--- config.mk ---
export PLATFORM = sky130hd
export DESIGN_NAME = bcd_updown_repeat_counter
export DESIGN_NICKNAME = d
export VERILOG_FILES = /design/src/rtl/seg_pkg.sv /design/src/rtl/bcd2_step.sv /design/src/rtl/bcd_updown_repeat_counter.sv
export SDC_FILE = /design/constraint.sdc
export NUM_CORES = 1
export LEC_CHECK = 0
export ABC_AREA = 1
export CAP_MARGIN = 10
export CORE_MARGIN = 10
export CORE_UTILIZATION = 50
export DETAILED_ROUTE_END_ITERATION = 8
export PLACE_DENSITY_LB_ADDON = 0.05
export SYNTH_ARGS = -nofsm -noshare
export SYNTH_HDL_FRONTEND = slang
export SYNTH_SLANG_ARGS = --single-unit
--- constraint.sdc ---
create_clock -name i_Clk -period 4.4 [get_ports i_Clk]
set_clock_uncertainty 0.1 [all_clocks]
set_input_delay 0.66 -clock i_Clk [delete_from_list [all_inputs] [get_ports i_Clk]]
set_output_delay 0.66 -clock i_Clk [all_outputs]
set_load 0.01 [all_outputs]
--- src/rtl/seg_pkg.sv ---
// Shared types and constants for multi-digit BCD display counters.
package seg_pkg;

  typedef enum logic [2:0] {
    IDLE,
    HOLD,
    REPEAT,
    WAIT_REL,
    LOCKOUT
  } state_e;

  typedef enum logic {
    DIR_INC,
    DIR_DEC
  } dir_e;

  localparam logic [3:0] BCD_MAX = 4'd9;
  localparam logic [3:0] BCD_MIN = 4'd0;

  // Two-digit BCD value as held by the counter.
  typedef struct packed {
    logic [3:0] tens;
    logic [3:0] ones;
  } bcd2_t;

endpackage

--- src/rtl/bcd2_step.sv ---
// Combinational two-digit BCD +1 / -1 with wrap (99->00, 00->99).
module bcd2_step
  import seg_pkg::*;
(
  input  logic [3:0] i_tens,
  input  logic [3:0] i_ones,
  input  dir_e       i_dir,
  output logic [3:0] o_tens,
  output logic [3:0] o_ones
);

  // Ones digit rolls over and carries/borrows into tens, which also wraps.
  always_comb begin
    o_tens = i_tens;
    o_ones = i_ones;
    if (i_dir == DIR_INC) begin
      if (i_ones >= BCD_MAX) begin
        o_ones = BCD_MIN;
        o_tens = (i_tens >= BCD_MAX) ? BCD_MIN : i_tens + 4'd1;
      end else begin
        o_ones = i_ones + 4'd1;
      end
    end else begin
      if (i_ones == BCD_MIN) begin
        o_ones = BCD_MAX;
        o_tens = (i_tens == BCD_MIN) ? BCD_MAX : i_tens - 4'd1;
      end else begin
        o_ones = i_ones - 4'd1;
      end
    end
  end

endmodule

--- src/rtl/bcd_updown_repeat_counter.sv ---
// Two-digit BCD up/down counter with press edge detection, hold delay and
// auto-repeat. Conflicting switch activity parks the FSM in LOCKOUT until
// both switches are released.
module bcd_updown_repeat_counter
  import seg_pkg::*;
#(
  parameter int unsigned HOLD_CYCLES   = 12500000,
  parameter int unsigned REPEAT_CYCLES = 2500000,
  parameter bit          AUTO_REPEAT   = 1'b1
) (
  input  logic       i_Clk,
  input  logic       i_Rst_L,
  input  logic       i_Switch_Inc,
  input  logic       i_Switch_Dec,
  output logic [3:0] o_Tens,
  output logic [3:0] o_Ones,
  output logic       o_Step,
  output logic       o_Busy
);

  localparam int unsigned TMR_MAX = (HOLD_CYCLES > REPEAT_CYCLES) ? HOLD_CYCLES : REPEAT_CYCLES;
  localparam int          TW      = $clog2(TMR_MAX);
  localparam logic [TW-1:0] HOLD_LAST = TW'(HOLD_CYCLES - 1);
  localparam logic [TW-1:0] REP_LAST  = TW'(REPEAT_CYCLES - 1);

  state_e        state_q, state_d;
  dir_e          dir_q, dir_d;
  logic [TW-1:0] tmr_q, tmr_d;
  bcd2_t         cnt_q, cnt_d;
  logic          step_q, step_d;
  logic          prev_inc_q, prev_dec_q;

  logic          press_inc, press_dec;
  logic          act_lvl, opp_lvl;
  dir_e          press_dir, step_dir;
  logic [3:0]    nxt_tens, nxt_ones;

  assign press_inc = i_Switch_Inc & ~prev_inc_q;
  assign press_dec = i_Switch_Dec & ~prev_dec_q;
  assign act_lvl   = (dir_q == DIR_INC) ? i_Switch_Inc : i_Switch_Dec;
  assign opp_lvl   = (dir_q == DIR_INC) ? i_Switch_Dec : i_Switch_Inc;
  assign press_dir = press_inc ? DIR_INC : DIR_DEC;
  // A fresh press picks the direction; repeats reuse the latched one.
  assign step_dir  = (state_q == IDLE) ? press_dir : dir_q;

  bcd2_step u_step (
    .i_tens (cnt_q.tens),
    .i_ones (cnt_q.ones),
    .i_dir  (step_dir),
    .o_tens (nxt_tens),
    .o_ones (nxt_ones)
  );

  // Next-state, timer and step decision; release beats opposite switch beats expiry.
  always_comb begin
    state_d = state_q;
    dir_d   = dir_q;
    tmr_d   = tmr_q;
    step_d  = 1'b0;
    case (state_q)
      IDLE: begin
        if (press_inc && !i_Switch_Dec) begin
          step_d  = 1'b1;
          dir_d   = DIR_INC;
          tmr_d   = '0;
          state_d = AUTO_REPEAT ? HOLD : WAIT_REL;
        end else if (press_dec && !i_Switch_Inc) begin
          step_d  = 1'b1;
          dir_d   = DIR_DEC;
          tmr_d   = '0;
          state_d = AUTO_REPEAT ? HOLD : WAIT_REL;
        end else if (press_inc || press_dec) begin
          state_d = LOCKOUT;
        end
      end
      HOLD, REPEAT: begin
        if (!act_lvl) begin
          state_d = IDLE;
          tmr_d   = '0;
        end else if (opp_lvl) begin
          state_d = LOCKOUT;
          tmr_d   = '0;
        end else if (tmr_q == ((state_q == HOLD) ? HOLD_LAST : REP_LAST)) begin
          step_d  = 1'b1;
          tmr_d   = '0;
          state_d = REPEAT;
        end else begin
          tmr_d = tmr_q + TW'(1);
        end
      end
      WAIT_REL: begin
        if (!act_lvl)     state_d = IDLE;
        else if (opp_lvl) state_d = LOCKOUT;
      end
      LOCKOUT: begin
        if (!i_Switch_Inc && !i_Switch_Dec) state_d = IDLE;
      end
      default: begin
        state_d = IDLE;
        tmr_d   = '0;
      end
    endcase
    cnt_d = step_d ? bcd2_t'{tens: nxt_tens, ones: nxt_ones} : cnt_q;
  end

  // State, count and switch history; history resets high so a held switch is ignored.
  always_ff @(posedge i_Clk or negedge i_Rst_L) begin
    if (!i_Rst_L) begin
      state_q    <= IDLE;
      dir_q      <= DIR_INC;
      tmr_q      <= '0;
      cnt_q      <= '0;
      step_q     <= 1'b0;
      prev_inc_q <= 1'b1;
      prev_dec_q <= 1'b1;
    end else begin
      state_q    <= state_d;
      dir_q      <= dir_d;
      tmr_q      <= tmr_d;
      cnt_q      <= cnt_d;
      step_q     <= step_d;
      prev_inc_q <= i_Switch_Inc;
      prev_dec_q <= i_Switch_Dec;
    end
  end

  assign o_Tens = cnt_q.tens;
  assign o_Ones = cnt_q.ones;
  assign o_Step = step_q;
  assign o_Busy = (state_q != IDLE);

endmodule

==> out/metrics.cfg <==
[cells_and_area]
share_of_the_core_filled_with_cells_pct = 56.29
syn2layout_area_growth_pct = 9.971
fillerInstances = 520
finish.net_count = 403
final_layout_size_suffix_gt1_share_pct = 6.633
antenna_cells = 0

[critical_path]
critical_path_peak_fanout = 15
critical_path.reg2reg.startpoint = tmr_q[0]$_DFFE_PN0P_
critical_path.endpoint_type = register
critical_path_cell_list = clkdlybuf4s50_1, inv_2, nand3b_1, nand3_2, nand2_4, inv_2, nand2_2, inv_1, a21oi_1
cp_data_arrival_time_ps = 2480
reg2reg_setup_slack_ps = 2350
crit-reg2reg-capture = tmr_q[12]$_DFFE_PN0P_
timing.reg2reg.worst_path_depth = 10
critPathMaxStageDelay_ps = 630
path_delay_family = buffers and inverters
worstSetupStartpoint = i_Switch_Inc
worst_path_required_ps = 4520
critical_path_top_delay_cell = clkdlybuf4s50_1
critical_path_depth = 9
worst_path_most_repeated_cell = inv_2
critical_path_class = in2reg
cp-endpoint = tmr_q[14]$_DFFE_PN0P_
startpoint_type = input pin
critical_path_buf_inv_count = 4

[sta]
worst-slew-pin-transition_ps = 845.6
final-setup-viol-count = 0
headroom_to_the_max_slew_limit_pct = 43.62
hold-worst-slack_ps = 370.7
report.final.slew_viol_count = 0
min_period_ps = 2366
final_hold_viol_count = 0
setup-tns-final_ps = 0
post-route-period-util_pct = 53.78
grt_setup_unrepaired = no
fmax_ghz = 0.4226

[global_routing]
globalRouteMet2Util_pct = 23.65
grt_start_max_net_pins = 40
gr-usage-met3_pct = 3.912
grt_use_met1_pct = 18.14
grtUsageTotal_pct = 14.46
grt_pass1_wl_um = 10370
globalRouteOverflowTotal = 0
grt_antenna_before_repair = 0
grt.busiest_layer = met2
first_global_vias = 2311

[clocking]
cts.root.buffer_cell = clkbuf_8
hold_buffer_count_at_cts = 0
cts_buffers = 5
post_cts_resize_count = 0
h_tree_levels = 2
cts.repair_timing.setup_buffer_count = 0
clock_path_buffers = 2
sink_count_of_the_clock_tree = 39
clock_insertion_delay_worst_skew_ps = 290
tritoncts_clock_tree = done
clkTransAtPathRegs_ps = 80

[detailed_routing]
route.antenna.remaining_nets = 0
finalWirelength_um = 5712
remaining_design_rule_violation_count = 0
iteration_0_drc_count_of_the_detailed_router = 160
vias = 2404
vias_per_cell = 5.203
drt-pass1-iter-count = 4
post_drt_wl_per_cell_um = 12.36

[synth]
post_synth_top_area_cell = dfrtp_1
syn_nets = 387
yosysTopAreaCellShare_pct = 35.65
synthesized_area_divided_by_synthesized_cell_count_um2 = 6.927
synth_area_um2 = 2597
synth.yosys.seq_area_share_pct = 37.67
synth.ff_latch_count = 39
syn_inst = 375
distinct_cells_synth = 34
ys_top_cells_by_area = dfrtp_1, nand2_1, nor2_1
synth_warnings = 0

[job]
cap_viol_max_count = 0

[floorplan]
fp.dieArea_um2 = 8478
fp.coreArea_um2 = 5075
core.rowCount = 26
die_height_um = 92.08
num_io_pins = 14
fp.dieW_um = 92.08
floorplan.initialDensity_pct = 51.18

[status]
run_status = finished, final reports clean

[pwr]
irDropWorstVdd_mv = 0.2942
power.static_leakage_uw = 0.001314
post-layout-total-power_uw = 1453
power_density_nw_per_um2 = 508.6

[worst_hold_path]
worst_hold_path_type = in2async

[placed_design]
io_buffers = 13
dp_hpwl_um = 4405
routabilityCongestion = 0.8917

## cells in the final DEF (no fill, tap or decap), types with 2 or more instances in the layout
cell and n:
nand4_1 7, dfstp_2 2, clkbuf_8 5, clkdlybuf4s50_1 12, a21oi_1 14, inv_1 43, o21ai_0 22, xnor2_1 2
nor2_2 3, nor2_1 55, nand3_1 34, xor2_1 7, nand2_2 3, clkbuf_1 2, dfrtp_1 37, ha_1 8
nand2_1 102, nor4_1 2, o21ai_1 2, nor3_1 9, inv_2 4, o22ai_1 3
## metal layers
| metal | vias to the layer above | part of all wire, % |
|---|---|---|
| li1 | 1237 | - |
| met1 | 1119 | 48 |
| met2 | 42 | 46 |
| met3 | 6 | 4.8 |
| met4 | 0 | 1.1 |
| met5 | - | 0 |
## report_power, final
group          internal [uW]  switching [uW]  total, uW
sequential               416            83.3        499
combinational            268             452        720
clock                    111             123        234
total                    795             658       1450
## layout make-up
cell class	instances	area, um^2	area share, %
Clock buffer	7	76.32	2.672
Clock inverter	1	5.005	0.1752
Sequential cell	39	978.4	34.25
Inverter	47	176.4	6.176
Timing Repair Buffer	13	125.1	4.380
Tap cell	70	87.58	3.066
Multi-Input combinational cell	285	1408	49.28
## through the flow
| step | cells | cell area (um^2) | setup WS [ps] |
|---|---|---|---|
| final | 462 | 2856 | 2034 |
| after global routing | 462 | 2856 | 1834 |
| after CTS | 462 | 2856 | 2033 |
| after detailed placement | 454 | 2775 | 1718 |
| after global placement | 454 | 2775 | 1814 |
| after floorplan | 375 | 2597 | 2689 |
## flip-flops by register name (all words and copies together), names as in the netlist
| register | flops |
|---|---|
| dir_q | 1 |
| o_Ones | 4 |
| o_Step | 1 |
| o_Tens | 4 |
| prev_dec_q | 1 |
| prev_inc_q | 1 |
| state_q | 3 |
| tmr_q | 24 |
## synthesized netlist by cell type (all sizes together)
library cell,number
nand2,106
nor2,59
inv,47
dfrtp,37
nand3,35
o21ai,25
a21oi,15
nor3,9
ha,8
nand4,8
xor2,7
buf,4
o22ai,3
dfstp,2
nor4,2
xnor2,2
a31o,1
a31oi,1
nand3b,1
o211ai,1
o21bai,1
or2,1
## worst min-delay path by stage
stage / cells past startpoint / to / from
after detailed placement: 2 / tmr_q[1]$_DFFE_PN0P_ / tmr_q[1]$_DFFE_PN0P_
after global routing: 1 / tmr_q[0]$_DFFE_PN0P_ / i_Rst_L
final: 1 / tmr_q[0]$_DFFE_PN0P_ / i_Rst_L
after floorplan: 0 / dir_q$_DFFE_PN0P_ / i_Rst_L
after CTS: 1 / tmr_q[0]$_DFFE_PN0P_ / i_Rst_L
after global placement: 2 / tmr_q[23]$_DFFE_PN0P_ / tmr_q[23]$_DFFE_PN0P_
## kinds of logic after synthesis
group | synth area share [%]
and+or+nand+nor | 36.85
buffers and inverters | 8.140
AOI/OAI and AO/OA | 10.45
DFF | 37.67
xor gates and xnor gates | 3.035
adders and majority gates | 3.854
Note: power is estimated with default switching activity, not from simulation.
